$ cat config.mk
export PLATFORM = sky130hd
export DESIGN_NAME = sync_fifo_param
export DESIGN_NICKNAME = d
export VERILOG_FILES = /design/src/rtl/sync_fifo_param.sv
export SDC_FILE = /design/constraint.sdc
export NUM_CORES = 1
export LEC_CHECK = 0
export ABC_AREA = 1
export CAP_MARGIN = 25
export CORE_MARGIN = 3
export CORE_UTILIZATION = 60
export CTS_CLUSTER_SIZE = 40
export DETAILED_ROUTE_END_ITERATION = 7
export PLACE_DENSITY = 0.76
export SKIP_LAST_GASP = 1
export SLEW_MARGIN = 10
export SYNTH_ARGS = -nofsm -noshare
export SYNTH_HDL_FRONTEND = slang
export SYNTH_SLANG_ARGS = --single-unit
$ cat constraint.sdc
create_clock -name clock -period 2.9 [get_ports clock]
set_input_delay 0.435 -clock clock [delete_from_list [all_inputs] [get_ports clock]]
set_output_delay 0.435 -clock clock [all_outputs]
set_load 0.03 [all_outputs]
$ cat src/rtl/sync_fifo_param.sv
// Single-clock parameterised FIFO with occupancy count, threshold flags and sticky errors.
// Supports registered-read (FWFT=0) and first-word-fall-through (FWFT=1) output styles.
module sync_fifo_param #(
    parameter int WIDTH    = 8,
    parameter int DEPTH    = 16,
    parameter int AF_LEVEL = DEPTH - 2,
    parameter int AE_LEVEL = 2,
    parameter int FWFT     = 0
) (
    input  logic                     clock,
    input  logic                     reset,
    input  logic                     wr_en,
    input  logic [WIDTH-1:0]         wr_data,
    input  logic                     rd_en,
    input  logic                     err_clr,
    output logic [WIDTH-1:0]         rd_data,
    output logic [$clog2(DEPTH):0]   count,
    output logic                     full,
    output logic                     empty,
    output logic                     almost_full,
    output logic                     almost_empty,
    output logic                     overflow,
    output logic                     underflow
);

    localparam int AW = $clog2(DEPTH);
    localparam int CW = AW + 1;
    localparam logic [CW-1:0] FULL_CNT = CW'(DEPTH);
    localparam logic [CW-1:0] AF_CNT   = CW'(AF_LEVEL);
    localparam logic [CW-1:0] AE_CNT   = CW'(AE_LEVEL);

    logic [WIDTH-1:0] r_mem [DEPTH];
    logic [AW-1:0]    r_wrPtr;
    logic [AW-1:0]    r_rdPtr;
    logic [CW-1:0]    r_count;
    logic             r_overflow;
    logic             r_underflow;

    logic w_full;
    logic w_empty;
    logic w_wrAccept;
    logic w_rdAccept;

    assign w_full     = (r_count == FULL_CNT);
    assign w_empty    = (r_count == '0);
    assign w_wrAccept = wr_en && !w_full;
    assign w_rdAccept = rd_en && !w_empty;

    assign count        = r_count;
    assign full         = w_full;
    assign empty        = w_empty;
    assign almost_full  = (r_count >= AF_CNT);
    assign almost_empty = (r_count <= AE_CNT);
    assign overflow     = r_overflow;
    assign underflow    = r_underflow;

    // Storage is deliberately left out of reset so it maps onto plain RAM.
    always_ff @(posedge clock) begin
        if (!reset && w_wrAccept) begin
            r_mem[r_wrPtr] <= wr_data;
        end
    end

    always_ff @(posedge clock) begin
        if (reset) begin
            r_wrPtr     <= '0;
            r_rdPtr     <= '0;
            r_count     <= '0;
            r_overflow  <= 1'b0;
            r_underflow <= 1'b0;
        end else begin
            if (w_wrAccept) begin
                r_wrPtr <= r_wrPtr + AW'(1);
            end
            if (w_rdAccept) begin
                r_rdPtr <= r_rdPtr + AW'(1);
            end
            case ({w_wrAccept, w_rdAccept})
                2'b10:   r_count <= r_count + CW'(1);
                2'b01:   r_count <= r_count - CW'(1);
                default: r_count <= r_count;
            endcase
            // A fresh error wins over a coincident clear.
            if (wr_en && w_full) begin
                r_overflow <= 1'b1;
            end else if (err_clr) begin
                r_overflow <= 1'b0;
            end
            if (rd_en && w_empty) begin
                r_underflow <= 1'b1;
            end else if (err_clr) begin
                r_underflow <= 1'b0;
            end
        end
    end

    generate
        if (FWFT != 0) begin : g_fwft
            assign rd_data = w_empty ? '0 : r_mem[r_rdPtr];
        end else begin : g_regRead
            logic [WIDTH-1:0] r_rdData;

            always_ff @(posedge clock) begin
                if (reset) begin
                    r_rdData <= '0;
                end else if (w_rdAccept) begin
                    r_rdData <= r_mem[r_rdPtr];
                end
            end

            assign rd_data = r_rdData;
        end
    endgenerate

endmodule

==> reports/results.txt, run 1 <==
synthesized flop and latch total = 151
flip-flop cell with the highest count after synthesis = sky130_fd_sc_hd__edfxtp_1
Worst-Skew Late Latency = 530 ps
pin count of the biggest net entering global routing = 67
detailed-route wire length per cell = 17.8 um
smallest hold slack = 468 ps
synthesis-to-layout area growth = 15.8%
largest area contributor in the netlist = sky130_fd_sc_hd__edfxtp_1
floorplan die width = 111 um
final clock period utilization by the worst path = 85.9%
number of cell rows = 37
vias in the first global route = 4899
number of enable flip-flop cells after synthesis = 128
post-CTS setup-driven buffer insertion count = 0
top post-synthesis cells by count = sky130_fd_sc_hd__nand2_1, sky130_fd_sc_hd__edfxtp_1, sky130_fd_sc_hd__nand3_1, sky130_fd_sc_hd__inv_1, sky130_fd_sc_hd__nor2_1
f_max = 402 MHz
global routing usage on met2 = 43.1%
global-route congestion overflow total = 0
maximum ir drop on the vdd rail = 0.000814 V
Worst slew margin = 50.8%
final count of hold timing violations = 0
Hold Crit Class = flip-flop to flip-flop
clock sink count = 151
CTS tree = yes
number of nets still failing antenna checks after routing = 0
GRT Resource Usage Total = 26.2%
total CTS buffers = 17
total number of H-tree levels = 4
vias per cell = 5.52
highest fanout seen on the critical path = 6
number of cells upsized or downsized after cts = 0
asr flop ratio synth = 0%
final worst path period need = 2490 ps
Netlist Area Pre-Place = 6670 um^2
static leakage power = 3.29 nW
cell types occupying the most area after synthesis = sky130_fd_sc_hd__edfxtp_1, sky130_fd_sc_hd__nand2_1, sky130_fd_sc_hd__nand3_1, sky130_fd_sc_hd__dfxtp_1, sky130_fd_sc_hd__inv_1
net count after synthesis = 701
worst endpoint required time = 2470 ps
register-to-register path setup slack = 580 ps
routability congestion estimate = 0.905
CTS max path bufs = 2
Mapped Avg Cell Area = 9.84 um^2
final worst clock skew = 6.36 ps
slew at the pin closest to its max-slew limit = 738 ps
number of port buffers = 31
Clock Pin Slew Worst Setup and Hold Paths = 60 ps
share of the synthesized area in the top cell type = 57.6%
hpwl dp = 9.45 mm
global-route wire length before repair = 25.1 mm
core region area = 10600 um^2
full die area = 12400 um^2
# diodes = 0
detailed-route DRC error count = 0
synth warn = 0
capturing element type of the critical path = output pin
Critical Path Source Type = flip-flop
CTS Root Buffer Type = sky130_fd_sc_hd__clkbuf_8
final-report max-slew violation count = 0
number of distinct library cells after synthesis = 26
share of final-layout standard cells stronger than drive strength 1 = 7.91%
Pre-antenna DRT Iters = 5
class of the most critical setup path = flip-flop to output pin
met1 global-route usage = 33.7%
global routing's busiest layer = met2
final-report setup violation count = 0
PD cells = 878 nW/um^2
Post-Synthesis Cells = 678
sequential area share after synthesis = 64.5%
net total in the final layout = 743
max-cap check violation count = 0
count of vias placed by the detailed router = 4800
RSZ-0062 raised after global routing = no
DR iter-0 viols = 461
CTS Hold Buffers Added = 0
endpoint arrival time on the critical path = 2060 ps
status = finished clean
setup_tns = 0 ps
die height = 111 um
wirelength, routed = 15.5 mm
Top Ports = 32
most frequent cell after synthesis = sky130_fd_sc_hd__nand2_1
Starting Density = 63.2%
number of antenna violations at the first check in global routing = 0
met3 usage = 5.22%
## registers in the layout, indices dropped and copies added (netlist names)
| register | flops |
|---|---|
| count | 5 |
| overflow | 1 |
| r_mem | 128 |
| r_rdPtr | 4 |
| r_wrPtr | 4 |
| rd_data | 8 |
| underflow | 1 |
## final cells by class
type	count	area, um^2
Clock buffer	22	453
Inverter	97	364
Sequential cell	151	4310
Multi-Input combinational cell	400	1810
Tap cell	136	170
Timing Repair Buffer	53	475
Clock inverter	10	151
Fill cell	718	2830
## metrics by stage
| stage | std cells | setup slack, ps | power (mW) | utilization [%] | cell area, um^2 |
|---|---|---|---|---|---|
| CTS | 869 | 403 | 6.79 | 73.2 | 7730 |
| floorplan | 678 | 399 | 3.99 | - | 6670 |
| global placement | 837 | 477 | 4.47 | 67.5 | 7120 |
| detailed placement | 837 | 388 | 4.53 | 67.5 | 7120 |
| finish | 869 | 409 | 6.79 | 73.2 | 7730 |
| global route | 869 | 313 | 7.13 | 73.2 | 7730 |
## cells in the final DEF (no fill, tap or decap), drive strengths merged
master         Yosys  final
bufinv             0      4
a2111oi            1      1
xor2               4      4
nor2              34     34
clkinv             2      7
clkbuf             3     22
nand4              2      2
inv               95     95
nor3b              1      1
dfxtp             23     23
o21ai              8      8
nand3             97     97
ha                 9      9
xnor2              1      1
edfxtp           128    128
buf               27     22
fa                 1      1
nand2            224    224
a21boi             1      1
clkinvlp           0      1
a21oi             15     15
clkdlybuf4s50      0     31
o31ai              1      1
o21bai             1      1
## cell families (layout without fill, tap and decap cells)
kind of cell / count (synthesis) / after routing / synth area share (%)
and+or+nand+nor: 358 / 358 / 22.3
DFF: 151 / 151 / 64.5
buffers and inverters: 127 / 182 / 8.38
AOI/OAI and AO/OA: 27 / 27 / 2.19
adders and majority gates: 10 / 10 / 1.99
xor gates and xnor gates: 5 / 5 / 0.656
## path summary, 6_finish.rpt
kind | start | cells after the start | end
max | count[1]$_SDFFE_PP0P_ | 2 | almost_empty
min | underflow$_SDFFE_PP0P_ | 2 | underflow$_SDFFE_PP0P_
max reg2reg | count[4]$_SDFFE_PP0P_ | 14 | count[4]$_SDFFE_PP0P_
min reg2reg | underflow$_SDFFE_PP0P_ | 2 | underflow$_SDFFE_PP0P_
## power breakdown
part	internal [mW]	switching [mW]	leakage, nW
Clock	1.43	0.819	0.296
Combinational	0.640	1.33	1.65
Sequential	2.48	0.0828	1.34
## metal layers
metal | part of all wire, % | vias up
met5 | 0 | -
met3 | 7.7 | 54
met4 | 3.4 | 0
met2 | 49 | 212
met1 | 40 | 2254
li1 | - | 2280
## critical path, stage by stage, from the launching register on
cell and delay [ps]:
sky130_fd_sc_hd__dfxtp_1 370, sky130_fd_sc_hd__a2111oi_0 410, sky130_fd_sc_hd__clkdlybuf4s50_1 750
Note: power is estimated with default switching activity, not from simulation.
==> run 2, diff against run 1 <==
- GPL_TIMING_DRIVEN: default -> 0
==> run 2 against run 1 <==
Global-route usage up 0.97 points. Clock power is 6% lower. Power increased by 1.1%. Sequential power about the same. Non-clock buffer count rose by 7. Via count is 2.9% higher. Flip-flop and latch count did not move. Critical endpoint is now almost_full. Highest routed layer unchanged.
==> reports/results.txt, run 2 (synthesis results as in run 1) <==
status = finished clean
detailed-route wire length per cell = 18.7 um (+5.0%)
most common cell after layout, fill and taps aside = sky130_fd_sc_hd__nand2_1
highest fanout seen on the critical path = 6 (unchanged)
worst endpoint required time = 2470 ps (about the same)
total number of H-tree levels = 4 (unchanged)
count of vias placed by the detailed router = 4937 (+2.9%)
final-report setup violation count = 0 (unchanged)
setup_tns = 0 ps (unchanged)
part of the power in registers = 37.4% (-0.3 points)
number of cells upsized or downsized after cts = 0 (unchanged)
final count of hold timing violations = 0 (unchanged)
Hold Crit Class = input port to flip-flop
CTS max path bufs = 2 (unchanged)
top library cells by usage in the layout, fill and taps aside = sky130_fd_sc_hd__nand2_1, sky130_fd_sc_hd__edfxtp_1, sky130_fd_sc_hd__nand3_1, sky130_fd_sc_hd__inv_1, sky130_fd_sc_hd__nor2_1
number of antenna violations at the first check in global routing = 1 (+1)
internal power consumption = 4.48 mW (-1.7%)
endpoint arrival time on the critical path = 2080 ps (+20 ps)
vias per cell = 5.64 (+2.0%)
Sw Pwr = 2.38 mW (+6.6%)
Worst-Skew Late Latency = 520 ps (about the same)
switching portion of total power = 34.8% (+1.8 points)
number of cells traversed by the worst register-to-register path = 15 (+1)
net total in the final layout = 750 (+0.94%)
maximum ir drop on the vdd rail = 0.000490 V (-40%)
full die area = 12400 um^2 (unchanged)
floorplan die width = 111 um (unchanged)
sum of buffers and inverters on the critical path = 2 (+1)
post-CTS setup-driven buffer insertion count = 0 (unchanged)
total CTS buffers = 17 (unchanged)
Critical Path Source Type = flip-flop
Clk network pwr share = 30.8% (-2.4 points)
Largest stage delay, worst path = 720 ps (-30 ps)
flip-flop count of the largest register, all copies and words added = 128 (unchanged)
worst hold path cell count = 4 (+2)
DR iter-0 viols = 500 (+8.5%)
share of final-layout standard cells stronger than drive strength 1 = 8.51% (+0.60 points)
startpoint of the lowest-slack register-to-register path = count[4]$_SDFFE_PP0P_
final-report max-slew violation count = 0 (unchanged)
pin count of the biggest net entering global routing = 17 (-75%)
Top Ports = 32 (unchanged)
# diodes = 0 (unchanged)
core region area = 10600 um^2 (unchanged)
detailed-route DRC error count = 0 (unchanged)
max-cap check violation count = 0 (unchanged)
PD cells = 889 nW/um^2 (+1.2%)
number of cell rows = 37 (unchanged)
RSZ-0062 raised after global routing = no
static leakage power = 3.27 nW (-0.69%)
routability congestion estimate = 0.959 (+6.0%)
global-route congestion overflow total = 0 (unchanged)
source of the worst hold timing path = reset
synthesis-to-layout area growth = 15.7%
vias in the first global route = 4856 (-0.88%)
capturing element type of the critical path = output pin
Clock Pin Slew Worst Setup and Hold Paths = 60 ps (about the same)
global-route wire length before repair = 25.6 mm (+2.2%)
final clock period utilization by the worst path = 86.7% (+0.81 points)
family with the most delay on the worst path = buffers and inverters
capture point of the worst path = almost_full
power share of the combinational group = 31.8% (+2.7 points)
slew at the pin closest to its max-slew limit = 849 ps (+112 ps)
final worst clock skew = 6.32 ps (-0.0371 ps)
class of the most critical setup path = flip-flop to output pin
wirelength, routed = 16.4 mm (+5.8%)
number of port buffers = 30 (-3.2%)
final cell utilization of the core = 73.1% (-0.11 points)
cells traversed along the worst timing path = inv_1, o31ai_1, clkdlybuf4s50_1
clock sink count = 151 (unchanged)
Critical Path Slowest Stage Cell = sky130_fd_sc_hd__clkdlybuf4s50_1
Crit Reg-Reg Endpoint = count[4]$_SDFFE_PP0P_
CTS tree = yes
hpwl dp = 10.9 mm (+16%)
register-to-register path setup slack = 410 ps (-170 ps)
Worst Setup SP = count[1]$_SDFFE_PP0P_
Worst slew margin = 43.2% (-7.6 points)
Starting Density = 63.2% (unchanged)
Biggest register = r_mem
CTS Root Buffer Type = sky130_fd_sc_hd__clkbuf_8
CTS Hold Buffers Added = 0 (unchanged)
Pre-antenna DRT Iters = 6 (+1)
die height = 111 um (unchanged)
total stage count of the critical path = 3 (+1)
final worst path period need = 2510 ps (+23.4 ps)
GRT Resource Usage Total = 27.2% (+0.97 points)
f_max = 398 MHz (-0.93%)
number of nets still failing antenna checks after routing = 0 (unchanged)
-- run 2: cell count changes in the layout (fill, tap and decap cells not counted), moves of 4 or more --
| cell | delta |
|---|---|
| sky130_fd_sc_hd__buf_2 | +12 |
| sky130_fd_sc_hd__buf_4 | -12 |
| sky130_fd_sc_hd__buf_6 | +4 |
| sky130_fd_sc_hd__clkinvlp_4 | +4 |
-- run 2: worst min path at each step --
| stage | to | slack, ps |
|---|---|---|
| 6_report | rd_data[6]$_SDFFE_PP0P_ | 350 |
| 5_1_grt | rd_data[0]$_SDFFE_PP0P_ | 380 |
| 4_1_cts | rd_data[6]$_SDFFE_PP0P_ | 320 |
| 3_5_place_dp | underflow$_SDFFE_PP0P_ | 470 |
| 3_3_place_gp | overflow$_SDFFE_PP0P_ | 450 |
| 2_1_floorplan | r_wrPtr[3]$_SDFFE_PP0P_ | 470 |
-- run 2: area by class of cell --
cell class	instances	area, um^2
Multi-Input combinational cell	400	1810
Tap cell	136	170
Clock buffer	21	449
Buffer	30	195
Timing Repair Buffer	30	300
Inverter	97	364
Sequential cell	151	4300
Clock inverter	11	125
Fill cell	746	2840
-- run 2: routing by layer --
metal / vias up / GRT usage, % / share of wire, %
li1: 2299 / - / -
met1: 2349 / 36.7 / 41
met2: 262 / 44.3 / 49
met3: 27 / 6.25 / 8.8
met4: 0 / 8.76 / 1.6
met5: - / 0 / 0
-- run 2: worst min-delay path, cell delays in order --
cell and delay, ps:
sky130_fd_sc_hd__clkbuf_1 170, sky130_fd_sc_hd__nor2_1 140, sky130_fd_sc_hd__nand2_1 60, sky130_fd_sc_hd__inv_1 40
-- run 2: per-stage QoR --
stage	cells	area, um^2	power, mW	hold WS, ps	worst slack [ps]
2_1_floorplan	678	6670	3.99	472	399
3_3_place_gp	844	7140	4.67	454	248
3_5_place_dp	844	7140	4.72	469	160
4_1_cts	876	7720	6.82	325	354
5_1_grt	876	7720	7.16	378	207
6_report	876	7720	6.86	351	386
-- run 2: power by group through the flow --
stage          clock [mW]  sequential [mW]  combinational [mW]
2_1_floorplan           0             2.74                1.24
3_3_place_gp            0             2.61                2.07
3_5_place_dp            0             2.61                2.11
4_1_cts              2.12             2.57                2.14
5_1_grt              2.23             2.58                2.35
6_report             2.11             2.57                2.18
